**config.mk**
```make
export PLATFORM = sky130hd
export DESIGN_NAME = tx_code_group_sequencer
export DESIGN_NICKNAME = d
export VERILOG_FILES = /design/src/rtl/tx_code_group_sequencer.sv
export SDC_FILE = /design/constraint.sdc
export NUM_CORES = 1
export LEC_CHECK = 0
export ABC_AREA = 1
export CAP_MARGIN = 20
export CORE_AREA = 5 5 64 66
export CTS_CLUSTER_SIZE = 30
export DETAILED_ROUTE_END_ITERATION = 8
export DIE_AREA = 0 0 69 71
export PLACE_DENSITY = 0.79
export SETUP_SLACK_MARGIN = 0.02
export SLEW_MARGIN = 20
export SYNTH_ARGS = -nofsm -noshare
export SYNTH_HDL_FRONTEND = slang
export SYNTH_SLANG_ARGS = --single-unit
export TNS_END_PERCENT = 10
```
**constraint.sdc**
```tcl
create_clock -name GTX_CLK -period 1.6 [get_ports GTX_CLK]
set_input_delay 0.16 -clock GTX_CLK [delete_from_list [all_inputs] [get_ports GTX_CLK]]
set_output_delay 0.16 -clock GTX_CLK [all_outputs]
set_load 0.02 [all_outputs]
```
**src/rtl/tx_code_group_sequencer.sv**
```systemverilog
// 1000BASE-X PCS transmit code-group sequencer: turns the requested ordered set
// plus TXD into one byte/K-flag per GTX_CLK for the 8B/10B encoder.
module tx_code_group_sequencer #(
  parameter int CNT_W = 16
) (
  input  logic             GTX_CLK,
  input  logic             mr_main_reset,
  input  logic [2:0]       tx_o_set,
  input  logic [7:0]       TXD,
  input  logic             tx_disparity,
  output logic [7:0]       enc_byte,
  output logic             enc_k,
  output logic             tx_even,
  output logic             TX_OSET_indicate,
  output logic             align_err,
  output logic [CNT_W-1:0] idle_cnt
);

  typedef enum logic {GEN, IDLE_2ND} state_t;

  localparam logic [2:0] OS_D = 3'd0;
  localparam logic [2:0] OS_I = 3'd1;
  localparam logic [2:0] OS_S = 3'd2;
  localparam logic [2:0] OS_T = 3'd3;
  localparam logic [2:0] OS_R = 3'd4;

  localparam logic [7:0] K28_5 = 8'hBC;
  localparam logic [7:0] D5_6  = 8'hC5;
  localparam logic [7:0] D16_2 = 8'h50;

  state_t           state_q;
  logic             sel_i1_q;
  logic [7:0]       enc_byte_q;
  logic             enc_k_q;
  logic             tx_even_q;
  logic             ind_q;
  logic             align_err_q;
  logic [CNT_W-1:0] idle_cnt_q;

  // Byte for every single-code-group ordered set; codes 5..7 all map to /V/.
  function automatic logic [7:0] oset_byte(input logic [2:0] os, input logic [7:0] d);
    case (os)
      OS_D:    oset_byte = d;
      OS_S:    oset_byte = 8'hFB;
      OS_T:    oset_byte = 8'hFD;
      OS_R:    oset_byte = 8'hF7;
      default: oset_byte = 8'hFE;
    endcase
  endfunction

  function automatic logic [CNT_W-1:0] sat_inc(input logic [CNT_W-1:0] c);
    if (&c) sat_inc = c;
    else    sat_inc = c + CNT_W'(1);
  endfunction

  always_ff @(posedge GTX_CLK or negedge mr_main_reset) begin
    if (!mr_main_reset) begin
      state_q     <= GEN;
      sel_i1_q    <= 1'b0;
      enc_byte_q  <= K28_5;
      enc_k_q     <= 1'b1;
      tx_even_q   <= 1'b0;
      ind_q       <= 1'b0;
      align_err_q <= 1'b0;
      idle_cnt_q  <= '0;
    end else begin
      ind_q       <= 1'b0;
      align_err_q <= 1'b0;
      case (state_q)
        GEN: begin
          if (tx_o_set == OS_I) begin
            // K28.5 always claims an even slot; flag it when the previous group was even too.
            enc_byte_q  <= K28_5;
            enc_k_q     <= 1'b1;
            tx_even_q   <= 1'b1;
            align_err_q <= tx_even_q;
            sel_i1_q    <= tx_disparity;
            state_q     <= IDLE_2ND;
          end else begin
            enc_byte_q <= oset_byte(tx_o_set, TXD);
            enc_k_q    <= (tx_o_set != OS_D);
            tx_even_q  <= ~tx_even_q;
            ind_q      <= 1'b1;
          end
        end
        IDLE_2ND: begin
          // Disparity was captured before K28.5 was encoded, so later changes are ignored.
          enc_byte_q <= sel_i1_q ? D5_6 : D16_2;
          enc_k_q    <= 1'b0;
          tx_even_q  <= 1'b0;
          ind_q      <= 1'b1;
          idle_cnt_q <= sat_inc(idle_cnt_q);
          state_q    <= GEN;
        end
        default: state_q <= GEN;
      endcase
    end
  end

  assign enc_byte         = enc_byte_q;
  assign enc_k            = enc_k_q;
  assign tx_even          = tx_even_q;
  assign TX_OSET_indicate = ind_q;
  assign align_err        = align_err_q;
  assign idle_cnt         = idle_cnt_q;

endmodule
```
# Word level (Yosys, flattened, before mapping)
# Cells that the tools add are included.
totals:
  regBits: 30
  latch_bits: 0
  ramBits: 0
  mem_bits_ro: 0
  input_bits: 14
  output_inout_bits: 28
  word_cells: 35
  n_memories: 0
op_classes:
  addsub: 1
  n_mul: 0
  n_div: 0
  order_cmp: 0
  n_eq_ne: 4
  shift: 0
  mux: 14
  bitwise: 3
  reduce_logical: 5
op_table:
  columns: ["cell", "n"]
  rows:
  - ["one-hot mux 8 bit (4 select lines)", 1]
  - ["adder 16 x 1 -> 16 bit (second input constant)", 1]
  - ["2-to-1 mux 8 bit", 2]
  - ["one-hot mux 8 bit (2 select lines)", 1]
  - ["AND reduction 16 bit", 1]
  - ["one-hot mux 1 bit (2 select lines)", 4]
  - ["== test 3 x 2 -> 1 bit (second input constant)", 2]
  - ["2-to-1 mux 1 bit", 6]
  - ["AND reduction 2 bit", 2]
  - ["== test 3 x 1 -> 1 bit (second input constant)", 1]
  - ["== test 3 bit (second input constant)", 1]
  - ["zero test 3 bit", 1]
  - ["inverter 1 bit", 3]
  - ["nonzero test 3 bit", 1]

# Logic depth before layout (Yosys ltp)
# Gate-level depths: netlist of the first run.
logic_depth:
  ltp_word: 4
  ltp_mapped: 9
  mapped_depth_nobuf: 9

# Worst setup path after synthesis of the first run
# OpenSTA, ideal clock, no wires.
synth_path:
  path_type: "reg-to-reg"
  startpoint: "register idle_cnt_q[0], in the netlist idle_cnt[0]"
  endpoint: "register idle_cnt_q[0], in the netlist idle_cnt[0]"
  setup_ps: 117
  t_arrival_ps: 1443
  required_ps: 1483
  path_slack_ps: 40
  stages_incl_launch_ff: 10
  period_less_slack_ps: 1560
  cell_sequence: "dfrtp_1 ha_1 nand3_2 inv_2 nand2_2 nor2_1 nor2_2 buf_6 nand2_1 nand2_1"
synth_between:
  elab_chain_len: 3
  elab_cells_between_ends: 4
synth_rtl:
  columns: ["element", "line_no", "source"]
  rows:
  - ["start: declaration", "38", "logic [CNT_W-1:0] idle_cnt_q;"]
  - ["start signal: assignment", "92", "idle_cnt_q <= sat_inc(idle_cnt_q);"]
  - ["parallel branches: the longest is 3 deep, another holds adder 16 x 1 -> 16 bit", null, null]
# Several ways; the timed one is not identified.
# A chain may end at the register's enable or synchronous reset.

# Worst setup path after layout of the first run
layout_path:
  startpoint: "register tx_even_q, in the netlist tx_even"
  endpoint: "output tx_even"
layout_lines:
  columns: ["element", "line_no", "source"]
  rows:
  - ["start: declaration", "35", "logic tx_even_q;"]
  - ["start signal: assignment", "82", "tx_even_q <= ~tx_even_q;"]
  - ["end: declaration", "13", "output logic tx_even,"]
# No word-level cell between the ends.

==> results of run 1 <==
[cells by family after synthesis]
| kind of cell | count (synthesis) |
|---|---|
| AO/OA/AOI/OAI | 13 |
| XOR/XNOR | 7 |
| AND/OR/NAND/NOR | 122 |
| adder cells (fa/ha/maj) | 1 |
| flip-flops | 30 |
| buffers and inverters | 23 |
[power by group through the flow]
stage	Clock (mW)	Combinational [mW]	Sequential, mW
global route	0.488	0.464	0.898
detailed placement	0	0.450	0.903
finish	0.423	0.417	0.888
floorplan	0	0.125	0.989
CTS	0.437	0.418	0.889
global placement	0	0.441	0.901
[state kept, by name, summed over array words and instances (netlist names)]
name and cells:
align_err 1, enc_byte 8, idle_cnt 16, sel_i1_q 1
enc_k 1, tx_even 1, TX_OSET_indicate 1, state_q 1
[area by class of cell]
| type | count | area share, % |
|---|---|---|
| Sequential cell | 30 | 36.6 |
| Multi-Input combinational cell | 143 | 32.7 |
| Timing Repair Buffer | 46 | 21.8 |
| Inverter | 20 | 3.62 |
| Tap cell | 48 | 2.89 |
| Clock buffer | 8 | 2.35 |
[timing repair]
item	4_1_cts	5_1_grt
pin swaps	0	3
gates resized for setup	18	9
buffers inserted	0	1
setup endpoints to repair	31	17
[metal layers]
metal  up-vias  wire, um  track usage, %
li1        710         -               -
met1       606      1390            15.1
met2        38      1590            24.9
met3         6       259            5.97
met4         0        40            6.07
met5         -         0               0
[through the flow]
step / std cells / setup slack [ps]
floorplan: 196 / 40.2
global placement: 286 / 5.40
detailed placement: 286 / -40.3
CTS: 294 / 23.9
global route: 295 / 13.1
finish: 295 / 128
[placed cells by master (no fill, tap or decap), types with 3 or more instances in the layout]
cell type / instances
nand2_1: 83
dfrtp_1: 22
inv_1: 19
clkdlybuf4s50_1: 19
nor2_1: 17
dlygate4sd2_1: 17
nand3_1: 8
o21ai_0: 7
dfstp_2: 6
nand4_1: 5
clkbuf_4: 5
dlymetal6s2s_1: 5
xnor2_1: 4
buf_4: 4
xor2_1: 3
clkbuf_1: 3
[final timing paths]
check | from | endpoint | slack [ps] | cells past startpoint
worst max-delay path | tx_even | tx_even | 130 | 1
worst min-delay path | mr_main_reset | idle_cnt[2] | 200 | 2
worst max register to register | idle_cnt[0] | idle_cnt[14] | 150 | 9
worst min register to register | tx_even | tx_even | 500 | 1
max in group asynchronous | mr_main_reset | enc_byte[4] | 1070 | 2
min in group GTX_CLK | TXD[5] | enc_byte[5] | 340 | 3
==> flow_summary.toml, run 1 <==
[status]
status = "complete, no violations"

[sta]
finalClockSkew_ps = 11.8
fin_hold_ws_ps = 201
fin_tns_setup_ps = 0
fmax_mhz = 679
post-route-period-util_pct = 92.0
hold_viol = 0
slew_violations = 0
rsz0062_at_grt = "true"
tightestPinTransition_ps = 384
finalCriticalPeriod_ps = 1470
setup_viol = 0
slew_headroom_pct = 74.3

[worst_setup_path]
cp_top_family = "buffers and inverters"
arrival_ps = 1310
cp_cell_sequence = "clkdlybuf4s50_1"
worstSetupPathType = "flip-flop to output port"
start_kind = "flip-flop"
cp_slowest_cell = "clkdlybuf4s50_1"
required_ps = 1440
cp-end-kind = "output port"
crit_fanout = 3
crit_buf_inv = 1
max_stage_delay_ps = 610

[placed_design]
gp_congestion = 0.842
hpwl_um = 2430
numPortBuffers = 41
dpl-instance-area_um2 = 2000

[synth]
synthMuxAreaShare_pct = 0
yosysTopAreaCell = "dfrtp_1"
seq_area_frac_synth_pct = 49.6
synth_fa_ha_area_share_pct = 0.818
ys_warn_count = 0
synth_common_cells = "nand2_1 (83), dfrtp_1 (24), inv_1 (19)"
synthCells = 196
synth-seq-cells = 30
synthSimpleGateAreaFrac_pct = 33.5
synth_cell_types = 23
synthArstFlopShare_pct = 100
synth-edff-count = 0
synth_area_leaders = "dfrtp_1 (39%), nand2_1 (20%), dfstp_2 (10%)"
synth_top_family_by_area = "simple AND/OR/NAND/NOR gates"
synth_fp_nets = 211
synth_top_area_share_pct = 39.3
syn_area_per_cell_um2 = 7.80
post-synth-top-count-cell = "nand2_1"
synth_ff_type = "dfrtp_1"
synth_xor_area_share_pct = 4.01
synthesis.area_um2 = 1530
synth_compound_area_share_pct = 5.48

[floorplan]
initial_core_util_pct = 43.4
std_cell_rows = 22
die_h_um = 71
dieArea_um2 = 4900
fp.dieW_um = 69
io-pin-count = 42
core_um2 = 3520

[power]
leakage_nw = 1.07
switching_share_pct = 30.9
total_power_mw = 1.73
power_density_nw_per_um2 = 833
pwr-share-comb_pct = 24.1
p_clk_share_pct = 24.5
netSwitchingPower_mw = 0.534
ir_drop_mv = 0.455
seqPwrFrac_pct = 51.4
internal_power_mw = 1.19

[global_route]
grt_pass1_wl_um = 5600
grt_overflow = 0
antenna_found_initial = 0
grt_max_degree = 31
grt_pass1_vias = 1302
track_usage_pct = 14.2

[cts]
htreeDepth = 2
holdBufCountCts = 0
cts_sinks = 30
cts_tree = "done"
clock_latency_ps = 330
cts.path.max_buffers = 2
cts_buffers = 5
clockRootBuffer = "clkbuf_4"
clk_pin_slew_ps = 90

[cells_and_area]
stdcell_area_um2 = 2080
fillers = 347
finalNetCount = 261
multiInputGateArea_um2 = 679
postLayoutCoreUtil_pct = 58.9
register_area_um2 = 761
diodes = 0
area_growth_pct = 35.8
drive_above_1_share_pct = 11.7

[routing]
drc = 0
routed_wl_um = 3280
dr.pass1.iters = 4
wl_per_cell_um = 11.1
drtIter0Drc = 54
vias = 1360
ant_nets = 0
vias_per_cell = 4.61

[flow_run]
cap_violations = 0

[worst_hold_path]
hold_path.class = "input pin to async pin"
Note: power is estimated with default switching activity, not from simulation.
==> inputs of run 2 (changes only) <==
--- a/config.mk
+++ b/config.mk
@@ -11,7 +11,7 @@
 export CTS_CLUSTER_SIZE = 30
 export DETAILED_ROUTE_END_ITERATION = 8
 export DIE_AREA = 0 0 69 71
-export PLACE_DENSITY = 0.79
+export PLACE_DENSITY_LB_ADDON = 0.1
 export SETUP_SLACK_MARGIN = 0.02
 export SLEW_MARGIN = 20
 export SYNTH_ARGS = -nofsm -noshare
==> flow_summary.toml, run 2 (same netlist as run 1, synthesis figures left out) <==
[placed_design]
hpwl_um = 2710
numPortBuffers = 41
gp_congestion = 0.794
place_ws_ps = -37.8
dpl-instance-area_um2 = 2060

[floorplan]
die_h_um = 71
fp.dieW_um = 69
io-pin-count = 42
initial_core_util_pct = 43.4
std_cell_rows = 22
core_um2 = 3520
dieArea_um2 = 4900

[routing]
vias = 1392
dr.pass1.iters = 4
wl_per_cell_um = 11.7
drtIter0Drc = 47
vias_per_cell = 4.61
drc = 0
routed_wl_um = 3530
ant_nets = 0

[cells_and_area]
drive_above_1_share_pct = 13.4
postLayoutCoreUtil_pct = 59.8
area_growth_pct = 37.8
stdcell_area_um2 = 2110
finalNetCount = 268
diodes = 0
final_cell_mix = "nand2_1 (83), dfrtp_1 (24), inv_1 (19), clkdlybuf4s50_1 (19)"
largest_reg_flops = 16
final_common_cell = "nand2_1"

[sta]
setup_slack_ps = 119
fmax_mhz = 675
finalClockSkew_ps = 1.52
tightestPinTransition_ps = 391
post-route-period-util_pct = 92.6
setup_viol = 0
finalCriticalPeriod_ps = 1480
hold_viol = 0
rsz0062_at_grt = "false"
fin_tns_setup_ps = 0
slew_violations = 0
slew_headroom_pct = 73.8

[power]
total_power_mw = 1.73
pwr-share-comb_pct = 23.9
power_density_nw_per_um2 = 820
leakage_nw = 1.10
ir_drop_mv = 0.435
seqPwrFrac_pct = 51.3
switching_share_pct = 31.7
netSwitchingPower_mw = 0.547
internal_power_mw = 1.18
p_clk_share_pct = 24.7

[global_route]
grt_overflow = 0
use_met1_pct = 15.5
grt_pass1_vias = 1420
grt.busiest_layer = "met2"
use_met2_pct = 27.2
grt_max_degree = 31
use_met3_pct = 7.39
track_usage_pct = 15.4
antenna_found_initial = 0
grt_pass1_wl_um = 6010

[cts]
cts.repair.resized = 19
htreeDepth = 2
holdBufCountCts = 0
post-cts-setup-buffers = 0
clockRootBuffer = "clkbuf_4"
cts_tree = "done"
clock_latency_ps = 320
clk_pin_slew_ps = 90
cts.path.max_buffers = 2
cts_buffers = 5
cts_sinks = 30

[worst_setup_path]
crit_fanout = 3
max_stage_delay_ps = 610
cp_cell_sequence = "clkdlybuf4s50_1"
required_ps = 1440
start_kind = "flip-flop"
cp-end-kind = "output port"
crit_buf_inv = 1
cp_slowest_cell = "clkdlybuf4s50_1"
cp_top_family = "buffers and inverters"
arrival_ps = 1320
worstSetupPathType = "flip-flop to output port"

[status]
status = "complete, no violations"

[worst_hold_path]
hold_path.class = "input pin to async pin"

[flow_run]
cap_violations = 0
==> run 2: layout make-up <==
type                       count  area, um^2
timing repair buffer          53         488
inverter                      20        75.1
clock buffer                   6        41.3
clock inverter                 2        10.0
fill                         356        1420
sequential                    30         758
tap                           48        60.1
multi-input combinational    143         674
==> run 2: worst paths after layout <==
kind	startpoint	end	slack (ps)	cells after the start
max in group asynchronous	mr_main_reset	enc_byte[5]	1070	2
min	mr_main_reset	idle_cnt[4]	210	2
min reg2reg	tx_even	tx_even	500	1
max	tx_even	tx_even	120	1
max reg2reg	idle_cnt[0]	idle_cnt[13]	130	8
min in group GTX_CLK	TXD[5]	enc_byte[5]	340	3
==> run 2: per-stage QoR <==
step,hold WS [ps],cells
finish,215,302
global route,237,302
CTS,219,302
detailed placement,485,294
global placement,463,294
floorplan,-136,196
==> run 2: metal layers <==
layer	share of wire [%]	wire (um)	up-vias
li1	-	-	724
met1	42	1490	623
met2	48	1710	38
met3	7.5	265	7
met4	1.9	66	0
met5	0	0	-
==> run 2: power by group through the flow <==
stage	Clock [mW]	Sequential, mW	Combinational, mW
after detailed placement	0	0.903	0.453
after global placement	0	0.903	0.452
after global routing	0.480	0.897	0.457
final	0.427	0.887	0.414
after CTS	0.447	0.888	0.420
after floorplan	0	0.989	0.125
==> inputs of run 3 (changes only) <==
--- a/config.mk
+++ b/config.mk
@@ -7,10 +7,12 @@
 export LEC_CHECK = 0
 export ABC_AREA = 1
 export CAP_MARGIN = 20
-export CORE_AREA = 5 5 64 66
+export CELL_PAD_IN_SITES_DETAIL_PLACEMENT = 0
+export CELL_PAD_IN_SITES_GLOBAL_PLACEMENT = 1
+export CORE_AREA = 5 5 74 76
 export CTS_CLUSTER_SIZE = 30
 export DETAILED_ROUTE_END_ITERATION = 8
-export DIE_AREA = 0 0 69 71
+export DIE_AREA = 0 0 79 81
 export PLACE_DENSITY_LB_ADDON = 0.1
 export SETUP_SLACK_MARGIN = 0.02
 export SLEW_MARGIN = 20
==> flow_summary.toml, run 3 (same netlist as run 1, synthesis figures left out) <==
[status]
status = "complete, no violations"

[sta]
hold_viol = 0
fin_hold_ws_ps = 274
fin_tns_setup_ps = 0
tightestPinTransition_ps = 389
fmax_mhz = 659
rsz0062_at_grt = "false"
post-route-period-util_pct = 94.9
finalCriticalPeriod_ps = 1520
slew_violations = 0
finalClockSkew_ps = 1.89
slew_headroom_pct = 74.0
setup_viol = 0

[cts]
holdBufCountCts = 0
cts.path.max_buffers = 2
clock_latency_ps = 280
post-cts-setup-buffers = 0
clk_pin_slew_ps = 60
cts_tree = "done"
htreeDepth = 2
cts_buffers = 5
clockRootBuffer = "clkbuf_8"
cts_sinks = 30

[placed_design]
numPortBuffers = 41
hpwl_um = 2900
dpl-instance-area_um2 = 2110
gp_congestion = 0.784

[worst_setup_path]
cp_slowest_cell = "clkdlybuf4s50_1"
arrival_ps = 1360
cp_top_family = "buffers and inverters"
required_ps = 1440
cp-end-kind = "output port"
rrSetupSlack_ps = 150
crit_fanout = 4
worstSetupPathType = "flip-flop to output port"
max_stage_delay_ps = 590
crit_buf_inv = 2
start_kind = "flip-flop"
cp_cell_sequence = "buf_4, clkdlybuf4s50_1"

[cells_and_area]
drive_above_1_share_pct = 14.8
fillers = 468
finalNetCount = 271
area_growth_pct = 47.1
register_area_um2 = 758
stdcell_area_um2 = 2250
largest_reg_flops = 16
final_common_cell = "nand2_1"
multiInputGateArea_um2 = 677
diodes = 0
final_cell_mix = "nand2_1 (83), dfrtp_1 (24), clkdlybuf4s50_1 (23)"

[routing]
routed_wl_um = 3880
vias_per_cell = 4.58
dr.pass1.iters = 4
drc = 0
ant_nets = 0
drtIter0Drc = 39
vias = 1425
wl_per_cell_um = 12.5

[global_route]
grt_overflow = 0
track_usage_pct = 13.9
antenna_found_initial = 0
grt_max_degree = 31
grt_pass1_wl_um = 6900
grt_pass1_vias = 1492

[flow_run]
cap_violations = 0

[power]
total_power_mw = 1.96
ir_drop_mv = 0.333
leakage_nw = 1.24
power_density_nw_per_um2 = 871

[floorplan]
io-pin-count = 42
core_um2 = 4660
std_cell_rows = 25
initial_core_util_pct = 32.8
die_h_um = 81
dieArea_um2 = 6400
fp.dieW_um = 79

[worst_hold_path]
hold_path.class = "input pin to async pin"
==> run 3: final timing paths <==
check / start / endpoint / cells after the start
max in group asynchronous: mr_main_reset / enc_k / 2
hold / removal: mr_main_reset / idle_cnt[2] / 2
setup reg to reg: idle_cnt[9] / idle_cnt[14] / 7
setup / recovery: idle_cnt[5] / idle_cnt[5] / 2
min in group GTX_CLK: TXD[5] / enc_byte[5] / 3
hold reg to reg: tx_even / tx_even / 1
==> run 3: area by class of cell <==
class,instances,share of cell area (%)
Sequential cell,30,33.7
Multi-Input combinational cell,143,30.1
Timing Repair Buffer,56,25.8
Clock buffer,7,3.84
Inverter,20,3.34
Tap cell,54,3.00
Clock inverter,1,0.222
==> run 3: through the flow <==
stage	worst slack, ps	std cells	utilization [%]
2_1_floorplan	40.2	196	-
3_3_place_gp	19.3	303	45.2
3_5_place_dp	20.0	303	45.2
4_1_cts	15.2	311	47.2
5_1_grt	23.9	311	48.3
6_report	81.6	311	48.3
==> run 3: power breakdown <==
group	switching [mW]	total (mW)	internal [mW]
sequential	0.0549	0.888	0.833
clock	0.280	0.626	0.346
combinational	0.229	0.445	0.216
==> run 3: repair_timing <==
action | 4_1_cts | 5_1_grt
cloned | 0 | 0
setup endpoints to repair | 16 | 20
resized for setup | 1 | 19
==> run 3: per-layer routing <==
| metal | up-vias | track usage, % | routed length (um) |
|---|---|---|---|
| li1 | 729 | - | - |
| met1 | 662 | 15.5 | 1650 |
| met2 | 28 | 24.5 | 1920 |
| met3 | 6 | 5.10 | 252 |
| met4 | 0 | 4.64 | 53 |
| met5 | - | 0 | 0 |
